--- src/rtl/tt_um_wade_divider_if.sv ---
// Pad-ring bus bundle for the Tiny Tapeout divider tile.
// The divider is the slave; the surrounding harness or bench is the master.
interface tt_um_wade_divider_if;

    logic [7:0] ui_in;
    logic [7:0] uo_out;
    logic [7:0] uio_in;
    logic [7:0] uio_out;
    logic [7:0] uio_oe;

    modport slave (
        input  ui_in,
        input  uio_in,
        output uo_out,
        output uio_out,
        output uio_oe
    );

    modport master (
        output ui_in,
        output uio_in,
        input  uo_out,
        input  uio_out,
        input  uio_oe
    );

endinterface

--- src/rtl/tt_um_wade_divider.sv ---
// Sequential 8-bit unsigned restoring divider, one quotient bit per clock.
// uio[3:0] are control inputs, uio[7:4] are status outputs.
module tt_um_wade_divider (
    input  logic                 clk,
    input  logic                 rst_n,
    input  logic                 ena,
    tt_um_wade_divider_if.slave  bus
);

    localparam int unsigned DataW = 8;
    localparam int unsigned RemW  = DataW + 1;
    localparam int unsigned CntW  = 3;

    typedef enum logic [1:0] {
        IDLE = 2'd0,
        RUN  = 2'd1,
        DONE = 2'd2
    } state_e;

    state_e            state_q, state_d;
    logic [DataW-1:0]  a_q, a_d;
    logic [DataW-1:0]  b_q, b_d;
    logic [RemW-1:0]   rem_q, rem_d;
    logic [DataW-1:0]  quo_q, quo_d;
    logic [CntW-1:0]   cnt_q, cnt_d;
    logic [DataW-1:0]  res_q_q, res_q_d;
    logic [DataW-1:0]  res_r_q, res_r_d;
    logic              busy_q, busy_d;
    logic              done_q, done_d;
    logic              div0_q, div0_d;

    logic              ld_a_c;
    logic              ld_b_c;
    logic              start_c;
    logic              out_sel_c;
    logic [RemW-1:0]   shifted_c;
    logic [RemW:0]     trial_c;

    assign ld_a_c    = bus.uio_in[0];
    assign ld_b_c    = bus.uio_in[1];
    assign start_c   = bus.uio_in[2];
    assign out_sel_c = bus.uio_in[3];

    // Restoring trial subtraction; the extra top bit is the borrow/sign.
    assign shifted_c = {rem_q[DataW-1:0], quo_q[DataW-1]};
    assign trial_c   = {1'b0, shifted_c} - {2'b00, b_q};

    // State and datapath registers with synchronous active-low reset.
    always_ff @(posedge clk) begin
        if (!rst_n) begin
            state_q <= IDLE;
            a_q     <= '0;
            b_q     <= '0;
            rem_q   <= '0;
            quo_q   <= '0;
            cnt_q   <= '0;
            res_q_q <= '0;
            res_r_q <= '0;
            busy_q  <= 1'b0;
            done_q  <= 1'b0;
            div0_q  <= 1'b0;
        end else begin
            state_q <= state_d;
            a_q     <= a_d;
            b_q     <= b_d;
            rem_q   <= rem_d;
            quo_q   <= quo_d;
            cnt_q   <= cnt_d;
            res_q_q <= res_q_d;
            res_r_q <= res_r_d;
            busy_q  <= busy_d;
            done_q  <= done_d;
            div0_q  <= div0_d;
        end
    end

    // Next-state: operand loads and start when not running, one restoring step per clock in RUN.
    always_comb begin
        state_d = state_q;
        a_d     = a_q;
        b_d     = b_q;
        rem_d   = rem_q;
        quo_d   = quo_q;
        cnt_d   = cnt_q;
        res_q_d = res_q_q;
        res_r_d = res_r_q;
        busy_d  = busy_q;
        done_d  = done_q;
        div0_d  = div0_q;

        case (state_q)
            IDLE, DONE: begin
                if (ld_a_c) begin
                    a_d = bus.ui_in;
                end
                if (ld_b_c) begin
                    b_d = bus.ui_in;
                end
                // Start consumes the operands held before this edge.
                if (start_c) begin
                    if (b_q != '0) begin
                        state_d = RUN;
                        busy_d  = 1'b1;
                        done_d  = 1'b0;
                        div0_d  = 1'b0;
                        rem_d   = '0;
                        quo_d   = a_q;
                        cnt_d   = '0;
                    end else begin
                        state_d = DONE;
                        busy_d  = 1'b0;
                        done_d  = 1'b1;
                        div0_d  = 1'b1;
                        res_q_d = '1;
                        res_r_d = a_q;
                    end
                end
            end

            RUN: begin
                if (!trial_c[RemW]) begin
                    rem_d = trial_c[RemW-1:0];
                    quo_d = {quo_q[DataW-2:0], 1'b1};
                end else begin
                    rem_d = shifted_c;
                    quo_d = {quo_q[DataW-2:0], 1'b0};
                end
                cnt_d = cnt_q + CntW'(1);
                if (cnt_q == CntW'(7)) begin
                    res_q_d = quo_d;
                    res_r_d = rem_d[DataW-1:0];
                    state_d = DONE;
                    busy_d  = 1'b0;
                    done_d  = 1'b1;
                end
            end

            default: begin
                state_d = IDLE;
            end
        endcase
    end

    // Result mux is combinational over the held result registers.
    assign bus.uo_out  = out_sel_c ? res_r_q : res_q_q;
    assign bus.uio_out = {1'b0, div0_q, done_q, busy_q, 4'b0000};
    assign bus.uio_oe  = 8'hF0;

    logic unused_c;
    assign unused_c = &{1'b0, ena, bus.uio_in[7:4], rem_q[RemW-1]};

endmodule

--- src/flat_wrapper.sv ---
// flat-port wrapper written by rule: the top's interface ports become plain ports
module tt_um_wade_divider_flat 
  (clk, rst_n, ena, bus_ui_in, bus_uio_in, bus_uo_out, bus_uio_out, bus_uio_oe);
  tt_um_wade_divider_if bus_i ();
  input  logic clk;
  input  logic rst_n;
  input  logic ena;
  input wire logic [$bits(bus_i.ui_in)-1:0] bus_ui_in;
  input wire logic [$bits(bus_i.uio_in)-1:0] bus_uio_in;
  output wire logic [$bits(bus_i.uo_out)-1:0] bus_uo_out;
  output wire logic [$bits(bus_i.uio_out)-1:0] bus_uio_out;
  output wire logic [$bits(bus_i.uio_oe)-1:0] bus_uio_oe;
  assign bus_i.ui_in = bus_ui_in;
  assign bus_i.uio_in = bus_uio_in;
  assign bus_uo_out = bus_i.uo_out;
  assign bus_uio_out = bus_i.uio_out;
  assign bus_uio_oe = bus_i.uio_oe;
  tt_um_wade_divider u_core (.clk(clk), .rst_n(rst_n), .ena(ena), .bus(bus_i));
endmodule
--- config.mk ---
export PLATFORM = sky130hd
export DESIGN_NAME = tt_um_wade_divider_flat
export DESIGN_NICKNAME = d
export VERILOG_FILES = /design/src/rtl/tt_um_wade_divider_if.sv /design/src/rtl/tt_um_wade_divider.sv /design/src/flat_wrapper.sv
export SDC_FILE = /design/constraint.sdc
export NUM_CORES = 1
export LEC_CHECK = 0
export CORE_MARGIN = 2
export CORE_UTILIZATION = 40
export DETAILED_ROUTE_END_ITERATION = 16
export GPL_ROUTABILITY_DRIVEN = 1
export HOLD_SLACK_MARGIN = 0.03
export SLEW_MARGIN = 0
export SYNTH_ARGS = -nofsm -noshare
export SYNTH_HDL_FRONTEND = slang
export SYNTH_SLANG_ARGS = --single-unit
--- constraint.sdc ---
create_clock -name clk -period 5.8 [get_ports clk]
set_input_delay 1.45 -clock clk [delete_from_list [all_inputs] [get_ports clk]]
set_output_delay 1.45 -clock clk [all_outputs]
set_load 0.01 [all_outputs]
==> flow_summary.toml <==
[timing]
max_clock_freq_mhz = 226
setup_viol = 0
finalHoldViolCount = 0
worst_slack_ps = 1370
worst_pin_slew_ps = 952
rsz0062_at_grt = "no"
final_max_slew_viol_count = 0
clock_skew_ps = 12.3
fin_crit_sh = 0.764
fin_crit_ps = 4430
relSlewSlack = 0.364
holdWs_ps = 468
fin_tns_setup_ps = 0

[setup_path]
critPathArrivalTime_ps = 2980
crit_slowest_cell = "clkdlybuf4s50_1"
critPathRequiredTime_ps = 4350
worstSetupStartpointType = "input port"
worst-path-buf-inv = 2
cp_common_cell = "clkdlybuf4s50_1"
max_stage_delay_ps = 660
critPathTopFamily = "buffers and inverters"
crit_type = "input port to output pin"
crit_path_max_fanout = 8
end_kind = "output pin"
timing.critical_path.cells = "clkdlybuf4s50_1 -> mux2_2 -> clkdlybuf4s50_1"

[pwr]
seqPwrFrac = 0.420
pwr_density_cell_nw_per_um2 = 336
pwr-share-clk = 0.234
power.switching_w = 0.000391
swShare = 0.351
comb_power_share = 0.347
cellLeakagePower_nw = 1.30
p_int_w = 0.000722
irDropWorstVdd_mv = 0.104

[logic_synthesis]
synth_cell_types = 50
syn_area_sq_um = 2990
yosys.area.top_type = "dfxtp_1"
netlist.area_leader.share = 0.375
synth-edff-count = 0
yosys_warnings = 0
seq_area_frac_synth = 0.375
syn_area_per_cell_sq_um = 8.26
syn_inst = 362
synth_top_flop_cell = "dfxtp_1"
synth_area_leaders = "dfxtp_1, nand2_1, nor2_1, mux2i_1, ha_1"
ys_ff_latch = 56
synthArstFlopShare = 0

[min_path]
worstHoldPathType = "flop to flop"

[placement]
portBuffers = 24
placed_cells = 462
gp_congestion = 0.835
dp_hpwl_mm = 5.26
dp_slack_ps = 1350

[grt]
grt_usage = 0.174
grt_pass1_vias = 2333
grt_max_degree = 26
grt_pass1_wl_mm = 11.6
grt-ovfl-total = 0
antenna_found_initial = 0

[run]
cap_viol_max_count = 0

[cts]
cts_max_level = 2
ctsResizeCount = 0
clkSinkCount = 56
cts_tree = "done"
root_buffer = "clkbuf_8"
clk_path_buf_depth = 2
clk_pin_slew_ps = 100
cts_setup_buffers = 0
hold_buffers = 0
cts_buffers = 5
insertion_delay_ps = 310

[finish]
diodes = 0
final_cells = 470
drive_above_1_share = 0.0728
finish.utilization = 0.457
nets = 400
syn_to_final_growth_pct = 10.8
fillers = 774

[die]
fp.dieH_um = 90.5
core-area_sq_um = 7250
die_w_um = 90.5
start_util = 0.412
ioPinCount = 43
dieArea_sq_um = 8190
rows = 31

[routing]
drt-total-wl_mm = 7.02
drt_iter0_drc = 175
ant_nets = 0
wl_per_cell_um = 14.9
route.detailed.drc = 0
routed_via_density = 5.35
dr.pass1.iters = 5
vias = 2514

[run_status]
status = "finished clean"
==> layout make-up <==
cell class / count / area (sq um) / share of cell area
Multi-Input combinational cell: 270 / 1660 / 0.502
Sequential cell: 56 / 1120 / 0.338
Timing Repair Buffer: 26 / 255 / 0.0770
Tap cell: 99 / 124 / 0.0374
Clock buffer: 6 / 72.6 / 0.0219
Inverter: 11 / 41.3 / 0.0125
Clock inverter: 2 / 38.8 / 0.0117
==> routing by layer <==
metal  part of all wire  GRT usage
met4              0.016     0.0538
met5                  0          0
met2               0.45      0.271
met1               0.49      0.250
met3              0.046     0.0225
==> registers in the layout (all words and copies together), names as in the netlist <==
name / cells
u_core.a_q: 8
u_core.done_q: 1
u_core.quo_q: 8
u_core.div0_q: 1
u_core.busy_q: 1
u_core.res_q_q: 8
u_core.state_q: 2
u_core.res_r_q: 8
u_core.b_q: 8
u_core.cnt_q: 3
u_core.rem_q: 8
==> per-stage QoR <==
stage	area (sq um)	power (W)
detailed placement	3200	0.000862
floorplan	3030	0.000774
CTS	3320	0.00112
global route	3320	0.00118
finish	3320	0.00111
global placement	3200	0.000853
==> placed cells by master, fill, tap and decap left out, types with 2 or more instances in the layout <==
master	netlist	layout
ha_1	10	10
nor2b_1	4	4
a211oi_1	9	9
o21bai_1	3	3
inv_1	11	11
nor3_1	3	3
mux2i_1	14	14
dfxtp_1	56	56
a31oi_1	5	5
nand3_1	7	7
nor2_1	46	46
mux2_2	8	8
clkbuf_8	0	5
xnor2_1	3	3
conb_1	2	13
buf_4	16	2
nand2b_1	4	4
nor4_1	2	2
a21oi_1	19	19
nand2_1	55	55
nand4_1	4	4
a311oi_1	8	8
o221a_2	2	2
o21a_1	5	5
o21ai_0	22	22
and2_1	2	2
clkdlybuf4s50_1	0	24
and2_4	2	2
==> power by group through the flow <==
stage               Sequential (W)  Combinational [W]  Clock [W]
CTS                       0.000467           0.000388   0.000268
global route              0.000473           0.000428   0.000277
detailed placement        0.000475           0.000387          0
finish                    0.000467           0.000386   0.000260
floorplan                 0.000456           0.000317          0
global placement          0.000475           0.000378          0
==> worst min-delay path, delay by kind of cell, from the launching register on <==
family / cells / cell delay (ps)
AOI/OAI and AO/OA: 1 / 50
and+or+nand+nor: 1 / 50
DFF: 1 / 330
==> cells by family after synthesis <==
kind of cell    after synthesis  share of synthesized area
fa+ha+maj                    11                     0.0485
flops                        56                      0.375
mux                          22                     0.0770
xor+xnor                      4                     0.0117
compound gates               86                      0.206
buf+inv                      47                     0.0832
simple gates                134                      0.196
other cells                   2                    0.00251
==> synth_stat cells (5+ instances only) <==
library cell,count
dfxtp_1,56
nand2_1,55
nor2_1,46
o21ai_0,22
a21oi_1,19
buf_4,16
clkbuf_1,14
mux2i_1,14
inv_1,11
ha_1,10
a211oi_1,9
a311oi_1,8
mux2_2,8
nand3_1,7
a31oi_1,5
o21a_1,5
==> final timing paths <==
| path | depth (start not counted) | end | startpoint | slack [ps] |
|---|---|---|---|---|
| worst max-delay path | 3 | bus_uo_out[6] | bus_uio_in[3] | 1370 |
| worst min-delay path | 2 | u_core.div0_q | u_core.div0_q | 470 |
| worst max register to register | 6 | u_core.res_r_q[1] | u_core.state_q[0] | 3100 |
| worst min register to register | 2 | u_core.div0_q | u_core.div0_q | 470 |
No activity file was read; power rests on OpenSTA's default activity.
